[src/rtl/ntr_pkg.sv]
// Shared definitions for the NTR command capture block: FSM encoding,
// bus width and the default LED-write opcode.
package ntr_pkg;

   localparam int NTR_BYTE_W = 8;

   localparam logic [1:0] ST_IDLE  = 2'd0;
   localparam logic [1:0] ST_RECV  = 2'd1;
   localparam logic [1:0] ST_HOLD  = 2'd2;
   localparam logic [1:0] ST_DRAIN = 2'd3;

   localparam logic [NTR_BYTE_W-1:0] LED_OPCODE_DEF = 8'hFF;

endpackage

[src/rtl/ntr_cmd_capture_sync_filter.sv]
// Brings the asynchronous NTR pins into the clk domain, debounces the byte
// clock and produces a one-cycle strobe on each accepted rising edge.
module ntr_sync_filter
   import ntr_pkg::*;
#(
   parameter int DEBOUNCE = 2
) (
   input  logic                  clk,
   input  logic                  rst_n,
   input  logic                  ntr_clk,
   input  logic                  ntr_cs1,
   input  logic [NTR_BYTE_W-1:0] ntr_data,
   output logic                  byte_strobe,
   output logic [NTR_BYTE_W-1:0] sync_byte,
   output logic                  cs_sync
);

   logic                  clk_p0, clk_p1;
   logic                  cs_p0, cs_p1;
   logic [NTR_BYTE_W-1:0] data_p0, data_p1;
   logic                  fclk, fclk_prev;

   // Synchroniser stage: presets to the idle bus levels (clock and CS high).
   always_ff @(posedge clk) begin
      if (!rst_n) begin
         clk_p0 <= 1'b1;
         clk_p1 <= 1'b1;
         cs_p0  <= 1'b1;
         cs_p1  <= 1'b1;
      end else begin
         clk_p0 <= ntr_clk;
         clk_p1 <= clk_p0;
         cs_p0  <= ntr_cs1;
         cs_p1  <= cs_p0;
      end
   end

   always_ff @(posedge clk) begin
      data_p0 <= ntr_data;
      data_p1 <= data_p0;
   end

   // Filter stage: fclk follows the synchronised clock only after it has
   // disagreed for DEBOUNCE consecutive cycles.
   generate
      if (DEBOUNCE == 0) begin : g_nofilt
         always_ff @(posedge clk) begin
            if (!rst_n) fclk <= 1'b1;
            else        fclk <= clk_p1;
         end
      end else begin : g_filt
         localparam int CNT_W = $clog2(DEBOUNCE + 1);
         logic [CNT_W-1:0] cnt;

         always_ff @(posedge clk) begin
            if (!rst_n) begin
               fclk <= 1'b1;
               cnt  <= '0;
            end else if (fclk != clk_p1) begin
               if (cnt == CNT_W'(DEBOUNCE - 1)) begin
                  fclk <= clk_p1;
                  cnt  <= '0;
               end else begin
                  cnt <= cnt + 1'b1;
               end
            end else begin
               cnt <= '0;
            end
         end
      end
   endgenerate

   // Edge-detect stage.
   always_ff @(posedge clk) begin
      if (!rst_n) fclk_prev <= 1'b1;
      else        fclk_prev <= fclk;
   end

   assign byte_strobe = fclk & ~fclk_prev & ~cs_p1;
   assign sync_byte   = data_p1;
   assign cs_sync     = cs_p1;

endmodule

[src/rtl/ntr_cmd_capture.sv]
// Assembles NTR commands of CMD_BYTES bytes, hands them over on a
// valid/ready interface, decodes LED writes and flags aborts/overruns.
module ntr_cmd_capture
   import ntr_pkg::*;
#(
   parameter int                    CMD_BYTES  = 8,
   parameter int                    NUM_LEDS   = 4,
   parameter int                    DEBOUNCE   = 2,
   parameter logic [NTR_BYTE_W-1:0] LED_OPCODE = LED_OPCODE_DEF
) (
   input  logic                               clk,
   input  logic                               rst_n,
   input  logic                               ntr_clk,
   input  logic                               ntr_cs1,
   input  logic [NTR_BYTE_W-1:0]              ntr_data,
   output logic [NTR_BYTE_W*CMD_BYTES-1:0]    cmd,
   output logic                               cmd_valid,
   input  logic                               cmd_ready,
   output logic [$clog2(CMD_BYTES+1)-1:0]     byte_count,
   output logic [NUM_LEDS-1:0]                leds,
   output logic                               abort,
   output logic                               overrun
);

   localparam int CW = $clog2(CMD_BYTES + 1);
   localparam int IW = $clog2(CMD_BYTES);

   logic                            strobe;
   logic [NTR_BYTE_W-1:0]           sbyte;
   logic                            cs_sync;
   logic                            cs_prev;
   logic [1:0]                      state;
   logic [NTR_BYTE_W*CMD_BYTES-1:0] asm_q;
   logic [NTR_BYTE_W*CMD_BYTES-1:0] asm_next;
   logic [IW-1:0]                   idx;
   logic                            cs_low;
   logic                            cs_fall;
   logic                            handshake;
   logic                            last_byte;

   ntr_sync_filter #(
      .DEBOUNCE (DEBOUNCE)
   ) u_sync (
      .clk         (clk),
      .rst_n       (rst_n),
      .ntr_clk     (ntr_clk),
      .ntr_cs1     (ntr_cs1),
      .ntr_data    (ntr_data),
      .byte_strobe (strobe),
      .sync_byte   (sbyte),
      .cs_sync     (cs_sync)
   );

   assign cs_low    = ~cs_sync;
   assign cs_fall   = cs_low & cs_prev;
   assign handshake = cmd_valid & cmd_ready;
   assign last_byte = (byte_count == CW'(CMD_BYTES - 1));
   assign idx       = byte_count[IW-1:0];

   // Bytes are gathered in a separate buffer so an aborted command never
   // disturbs the command currently presented on cmd.
   always_comb begin
      asm_next = asm_q;
      asm_next[{idx, 3'b000} +: NTR_BYTE_W] = sbyte;
   end

   always_ff @(posedge clk) begin
      if ((state == ST_RECV || state == ST_IDLE) && cs_low && strobe) asm_q <= asm_next;
   end

   always_ff @(posedge clk) begin
      if (!rst_n) begin
         state      <= ST_IDLE;
         cmd        <= '0;
         cmd_valid  <= 1'b0;
         byte_count <= '0;
         leds       <= '0;
         abort      <= 1'b0;
         overrun    <= 1'b0;
         cs_prev    <= 1'b1;
      end else begin
         abort   <= 1'b0;
         overrun <= 1'b0;
         cs_prev <= cs_sync;
         if (handshake) cmd_valid <= 1'b0;

         case (state)
            ST_IDLE: begin
               if (cs_low) begin
                  state <= ST_RECV;
                  if (strobe) byte_count <= CW'(1);
               end
            end
            ST_RECV: begin
               // A strobe implies CS is low, so a final byte always wins over release.
               if (strobe) begin
                  byte_count <= byte_count + 1'b1;
                  if (last_byte) begin
                     state     <= ST_HOLD;
                     cmd       <= asm_next;
                     cmd_valid <= 1'b1;
                     if (asm_q[NTR_BYTE_W-1:0] == LED_OPCODE) leds <= sbyte[NUM_LEDS-1:0];
                  end
               end else if (!cs_low) begin
                  abort      <= 1'b1;
                  byte_count <= '0;
                  state      <= ST_IDLE;
               end
            end
            ST_HOLD: begin
               if (handshake) begin
                  if (cs_low) begin
                     state <= ST_DRAIN;
                  end else begin
                     state      <= ST_IDLE;
                     byte_count <= '0;
                  end
               end else if (cs_fall) begin
                  overrun <= 1'b1;
               end
            end
            ST_DRAIN: begin
               if (!cs_low) begin
                  state      <= ST_IDLE;
                  byte_count <= '0;
               end
            end
            default: state <= ST_IDLE;
         endcase
      end
   end

endmodule

[config.mk]
export PLATFORM = sky130hd
export DESIGN_NAME = ntr_cmd_capture
export DESIGN_NICKNAME = d
export VERILOG_FILES = /design/src/rtl/ntr_pkg.sv /design/src/rtl/ntr_cmd_capture_sync_filter.sv /design/src/rtl/ntr_cmd_capture.sv
export SDC_FILE = /design/constraint.sdc
export NUM_CORES = 1
export LEC_CHECK = 0
export ABC_AREA = 0
export CAP_MARGIN = 5
export CORE_MARGIN = 1.5
export CORE_UTILIZATION = 40
export DETAILED_ROUTE_END_ITERATION = 10
export PLACE_DENSITY = 0.64
export REMOVE_ABC_BUFFERS = 1
export SETUP_SLACK_MARGIN = 0.02
export SYNTH_ARGS = -nofsm -noshare
export SYNTH_HDL_FRONTEND = slang
export SYNTH_SLANG_ARGS = --single-unit
[constraint.sdc]
create_clock -name clk -period 3.6 [get_ports clk]
set_input_delay 0.72 -clock clk [delete_from_list [all_inputs] [get_ports clk]]
set_output_delay 0.72 -clock clk [all_outputs]
set_load 0.01 [all_outputs]
# --- After elaboration in Yosys (flattened, before gate mapping) ---
# Index checks and enable logic that the tools add are counted.
classes:
  shifts: 2
  add_sub_neg: 3
  n_reduce_logical: 12
  n_mux: 20
  n_eq_ne: 11
  bitwise_logic: 10
op_table:
  columns: ["op", "count"]
  rows:
  - ["64-bit bitwise mux", 1]
  - ["8-bit by 8-bit variable shift with 64-bit output (first input constant)", 1]
  - ["8-bit by 8-bit indexed part select with 64-bit output", 1]
  - ["4-bit 2-to-1 mux", 5]
  - ["4-bit one-hot mux with 4 select lines", 1]
  - ["2-bit 2-to-1 mux", 6]
  - ["3-bit AND reduction", 3]
  - ["3-bit OR reduction", 3]
  - ["8-bit equality test (second input constant)", 1]
  - ["6-bit negator with 8-bit output", 1]
  - ["2-bit one-hot mux with 4 select lines", 1]
  - ["1-bit 2-to-1 mux", 6]
  - ["2-bit inequality test (second input constant)", 3]
  - ["1-bit NOT", 6]
  - ["4-bit by 1-bit adder with 4-bit output (second input constant)", 1]
  - ["1-bit AND", 4]
  - ["2-bit by 1-bit equality test with 1-bit output (second input constant)", 2]
  - ["2-bit equality test (second input constant)", 2]
  - ["4-bit by 3-bit equality test with 1-bit output (second input constant)", 1]
  - ["4-bit AND reduction", 1]
  - ["3-bit inequality test (second input constant)", 1]
  - ["2-bit by 1-bit adder with 2-bit output (second input constant)", 1]
  - ["1-bit logical AND", 2]
  - ["2-bit zero test", 1]
  - ["3 further kinds", 3]
word_totals:
  regBits: 166
  inputBits: 13
  output_inout_bits: 75

# --- Longest topological paths before layout ---
depth:
  word_depth: 6
  ltp_mapped: 9
  depth_no_buf: 7

# --- Cells and area by module ---
# From an unflattened synthesis, not the netlist that was laid out.
hier_totals:
  cells_unflattened: 565
  area_unflattened_um2: 6620.1
by_module_without_submodules:
  columns: ["mod", "instances", "area_each_um2", "seq_area_each_um2", "cells_each"]
  rows:
  - ["ntr_cmd_capture", 1, 6039.5, 3483.3, 528]
  - ["ntr_sync_filter", 1, 580.6, 480.5, 37]

# --- Least setup slack after synthesis ---
# No wires, ideal clock.
synth_path:
  path_kind: "reg2reg"
  startpoint: "register state[1]"
  endpoint: "register leds[0]"
  path_slack_ns: -0.010
  path_buffers: 2
  stages_incl_launch_ff: 7
  t_required_ns: 3.528
  arrival_ns: 3.539
  cell_sequence: "dfxtp_1 > nor4b_4 > and4_1 > buf_4 > and2_1 > buf_4 > mux2i_1"
synth_between:
  elab_chain_len: 2
synth_lines:
  columns: ["element", "line_no", "text"]
  rows:
  - ["from (decl)", "ntr_cmd_capture.sv:32", "logic [1:0] state;"]
  - ["from (signal assigned)", "ntr_cmd_capture.sv:73", "state <= ST_IDLE;"]
  - ["from (signal assigned)", "ntr_cmd_capture.sv:90", "state <= ST_RECV;"]
  - ["from (signal assigned)", "ntr_cmd_capture.sv:99", "state <= ST_HOLD;"]
  - ["2-bit by 1-bit equality test with 1-bit output", "ntr_cmd_capture.sv:87", "case (state)"]
  - ["4-bit AND reduction (no line)", null, null]
  - ["to (signal assigned)", "ntr_cmd_capture.sv:102", "if (asm_q[NTR_BYTE_W-1:0] == LED_OPCODE) leds <= sbyte[NUM_LEDS-1:0];"]
  - ["to (decl)", "ntr_cmd_capture.sv:20", "output logic [NUM_LEDS-1:0] leds,"]
# No other way between the ends.
# A chain may end at the register's enable or synchronous reset.

# --- Final worst setup path ---
layout_path:
  startpoint: "register byte_count[1]"
  endpoint: "register cmd[20]"
layout_between:
  elab_chain_len: 3
  elab_cells_between_ends: 6
  classes_between: "add/sub (1); eq/ne (1); shift (2); mux (1); reduce/logical (1)"
layout_lines:
  columns: ["element", "line_no", "text"]
  rows:
  - ["from (decl)", "ntr_cmd_capture.sv:19", "output logic [$clog2(CMD_BYTES+1)-1:0] byte_count,"]
  - ["from (signal assigned)", "ntr_cmd_capture.sv:97", "byte_count <= byte_count + 1'b1;"]
  - ["6-bit negator with 8-bit output", "ntr_cmd_capture.sv:64", "asm_next[{idx, 3'b000} +: NTR_BYTE_W] = sbyte;"]
  - ["8-bit by 8-bit indexed part select with 64-bit output or 8-bit by 8-bit variable shift with 64-bit output (tied branches)", "ntr_cmd_capture.sv:64", null]
  - ["64-bit bitwise mux", "ntr_cmd_capture.sv:64", null]
  - ["to (signal assigned)", "ntr_cmd_capture.sv:100", "cmd <= asm_next;"]
  - ["to (decl)", "ntr_cmd_capture.sv:16", "output logic [NTR_BYTE_W*CMD_BYTES-1:0] cmd,"]
# Several ways; a longest one is shown, not always the timed one.

==> summary.txt <==
Run status
  – Status: complete, no violations

CTS
  – Clk root buf: clkbuf_16
  – Worst skew pair latency: 0.43 ns
  – CTS Buf Count: 17
  – CTS tree: yes
  – Clock transition at path regs: 0.06 ns
  – Postcts setup bufs: 0
  – CTS Sinks: 166
  – Max Buffers Root-to-Sink: 2
  – Post-CTS sizing: 0
  – H-tree Lvls: 4
  – Post-CTS Hold Fix Bufs: 0

Placement
  – Number of port buffers: 87
  – DP HPWL: 9330 um
  – Worst slack, placed: 0.887 ns
  – GP Congestion: 0.798

Setup path
  – CP Buf/Inv Count: 2
  – Max incr delay on CP: 0.85 ns
  – Slowest cell on the critical path: nor3_1
  – CP Cell Sequence: inv_1 > ha_1 > clkinv_1 > nor3_1 > nand2_1 > a31oi_1
  – Setup CP Type: flip-flop to flip-flop
  – R2r setup slk: 0.84 ns
  – CP top delay family: simple AND/OR/NAND/NOR gates
  – Startpoint type of the worst setup path: flip-flop
  – Arrival @ worst endpoint: 3.10 ns
  – Crit. End Element: flip-flop
  – Required @ worst endpoint: 3.94 ns
  – Crit Path Max Fanout: 22

Timing
  – FMAX: 0.363 GHz
  – Setup Skew: 0.0108 ns
  – Relative slew margins: 32.7%
  – Part of the cycle the worst path needs: 76.6%
  – Final setup viols: 0
  – Setup repair after global routing missed its margin: false
  – Worst setup margin: 0.842 ns
  – Setup TNS: 0 ns
  – Fin crit period: 2.76 ns
  – Slew Viols, Final: 0
  – Final Hold Viols: 0
  – Least-Margin Pin Slew: 1.00 ns

Hold path
  – Hold crit path type: flip-flop to flip-flop

Global routing
  – All-layer global routing usage: 18.6%
  – Total gr overflow: 0
  – Initial antenna violation count: 0
  – Vias in the first global route: 4389
  – Largest net degree at the start of global routing: 68
  – First-pass GRT wire length: 23300 um

Routing
  – Drt wl/cell: 16.6 um
  – First-pass iteration count of the detailed router: 5
  – DRC Markers: 0
  – Routed vias/inst: 5.23
  – Met2 wire len: 6920 um
  – Met3 WL: 833 um
  – M1 wire length: 7010 um
  – Iteration-0 DRC Markers: 397
  – DRT Wirelength: 15000 um
  – Top Metal Used: met4
  – Final antenna-violating net count: 0
  – Vias: 4724

Floorplan
  – Starting Density: 41.3%
  – Chip Width: 129 um
  – Io pins: 88
  – Core area: 0.0153 mm2
  – Die area: 0.0166 mm2
  – Cell Rows: 45
  – Die Span Y: 129 um

Power
  – Net Sw Power: 0.805 mW
  – Pwr Density: 483 mW/mm2
  – Sequential Power Share: 51.7%
  – Clock share of power: 47.2%
  – Design Power: 3.82 mW
  – Leakage: 3.03 nW
  – Sw Share: 21.1%
  – Logic pwr share: 1.1%
  – Worst IR Drop VDD: 0.334 mV
  – Internal: 3.01 mW

Synthesis
  – Post-Syn Area per Cell: 10.4 um2
  – Post-Syn Area: 0.00633 mm2
  – Main synth FF type: dfxtp_1
  – Post-Synthesis Cells: 610
  – Sequential element share of the synthesized area: 62.6%
  – Post-synth cell types: 41
  – Synth warn: 0
  – Asr flop ratio synth: 0%
  – EDFF count, synth: 64
  – Seq cells post-synth: 166

Finish
  – Area grow syn2layout: 24.7%
  – Antenna Cells: 0
  – Layout cells sized above 1: 7.08%
  – Final Net Count: 697

Job
  – # Max-Cap Violations: 0
cells in the mapped netlist, types with 5 or more instances:
library cell / count / area (um2)
ha_1: 5 / 62.6
dfxtp_1: 102 / 2040
nand3_1: 7 / 35.0
nand4_1: 31 / 194
a21oi_2: 7 / 61.3
nand2_1: 123 / 462
nand2b_1: 6 / 37.5
edfxtp_1: 64 / 1920
a21oi_1: 15 / 75.1
mux2i_1: 17 / 170
buf_4: 7 / 52.6
a31oi_1: 46 / 288
clkbuf_1: 21 / 78.8
buf_2: 7 / 35.0
buf_1: 6 / 22.5
nor2b_1: 8 / 50.1
inv_1: 27 / 101
o21ai_0: 72 / 360
nor2_1: 7 / 26.3
power groups by stage:
stage / Combinational (mW) / Clock [mW] / Sequential, mW
final: 0.0433 / 1.80 / 1.97
after global routing: 0.0475 / 1.92 / 1.97
after CTS: 0.0436 / 1.84 / 1.97
after detailed placement: 0.0433 / 0 / 2.01
after global placement: 0.0419 / 0 / 2.01
after floorplan: 0.0133 / 0 / 2.00
area by class of cell:
type	instances	area, um2
fillers	1412	7420
flip-flops and latches	166	3960
multi-input cells	372	2040
repair buffers	94	931
clock buffers	21	482
well taps	211	264
clock inverters	11	110
inverters	28	105
metrics by stage:
stage	hold WS, ns	util (%)	cell area, um2	cells
2_1_floorplan	0.310	-	6110	566
3_3_place_gp	0.312	47.7	7300	871
3_5_place_dp	0.313	47.7	7300	871
4_1_cts	0.329	51.6	7900	903
5_1_grt	0.334	51.6	7900	903
6_report	0.331	51.6	7900	903
state kept, by name, summed over array words and instances (netlist names), 2 cells and up:
register           flops
u_sync.sync_byte       8
leds                   4
u_sync.g_filt.cnt      2
state                  2
asm_q                 64
cmd                   64
byte_count             4
u_sync.data_p0         8
final timing paths:
| kind | from | endpoint | cells past startpoint |
|---|---|---|---|
| worst max-delay path | byte_count[1]$_SDFFE_PN0P_ | cmd[20]$_SDFFE_PN0P_ | 6 |
| worst min-delay path | u_sync.data_p0[6]$_DFF_P_ | u_sync.sync_byte[6]$_DFF_P_ | 0 |
| worst max register to register | byte_count[1]$_SDFFE_PN0P_ | cmd[20]$_SDFFE_PN0P_ | 6 |
| worst min register to register | u_sync.data_p0[6]$_DFF_P_ | u_sync.sync_byte[6]$_DFF_P_ | 0 |
per-layer routing:
metal  track usage (%)  vias to the layer above
met5                 0                        -
met4              6.41                        0
met3              5.03                       17
met2              29.3                      152
met1              24.9                     2235
li1                  -                     2320
cell usage in the layout, fill, tap and decap left out, drive strengths merged, types with 8 or more instances in the layout:
cell type,instances
dfxtp,102
inv,33
a31oi,46
o21ai,75
nor2b,8
buf,8
nand4,31
a21oi,22
mux2i,17
clkdlybuf4s50,86
clkbuf,21
edfxtp,64
nand2,123
worst reg2reg max path: stages, from the launching register on:
cell and delay (ns):
dfxtp_1 0.39, inv_1 0.12, ha_1 0.75, clkinv_1 0.19, nor3_1 0.85, nand2_1 0.19
a31oi_1 0.19
logic make-up after synthesis:
| logic type | Yosys count | synth area share (%) |
|---|---|---|
| AOI/OAI and AO/OA | 154 | 14.0 |
| and+or+nand+nor | 195 | 14.4 |
| DFF | 166 | 62.6 |
| adders and majority gates | 5 | 0.988 |
| muxes | 17 | 2.69 |
| xor gates and xnor gates | 1 | 0.138 |
| buffers and inverters | 72 | 5.20 |
(Power assumes the default switching activity.)
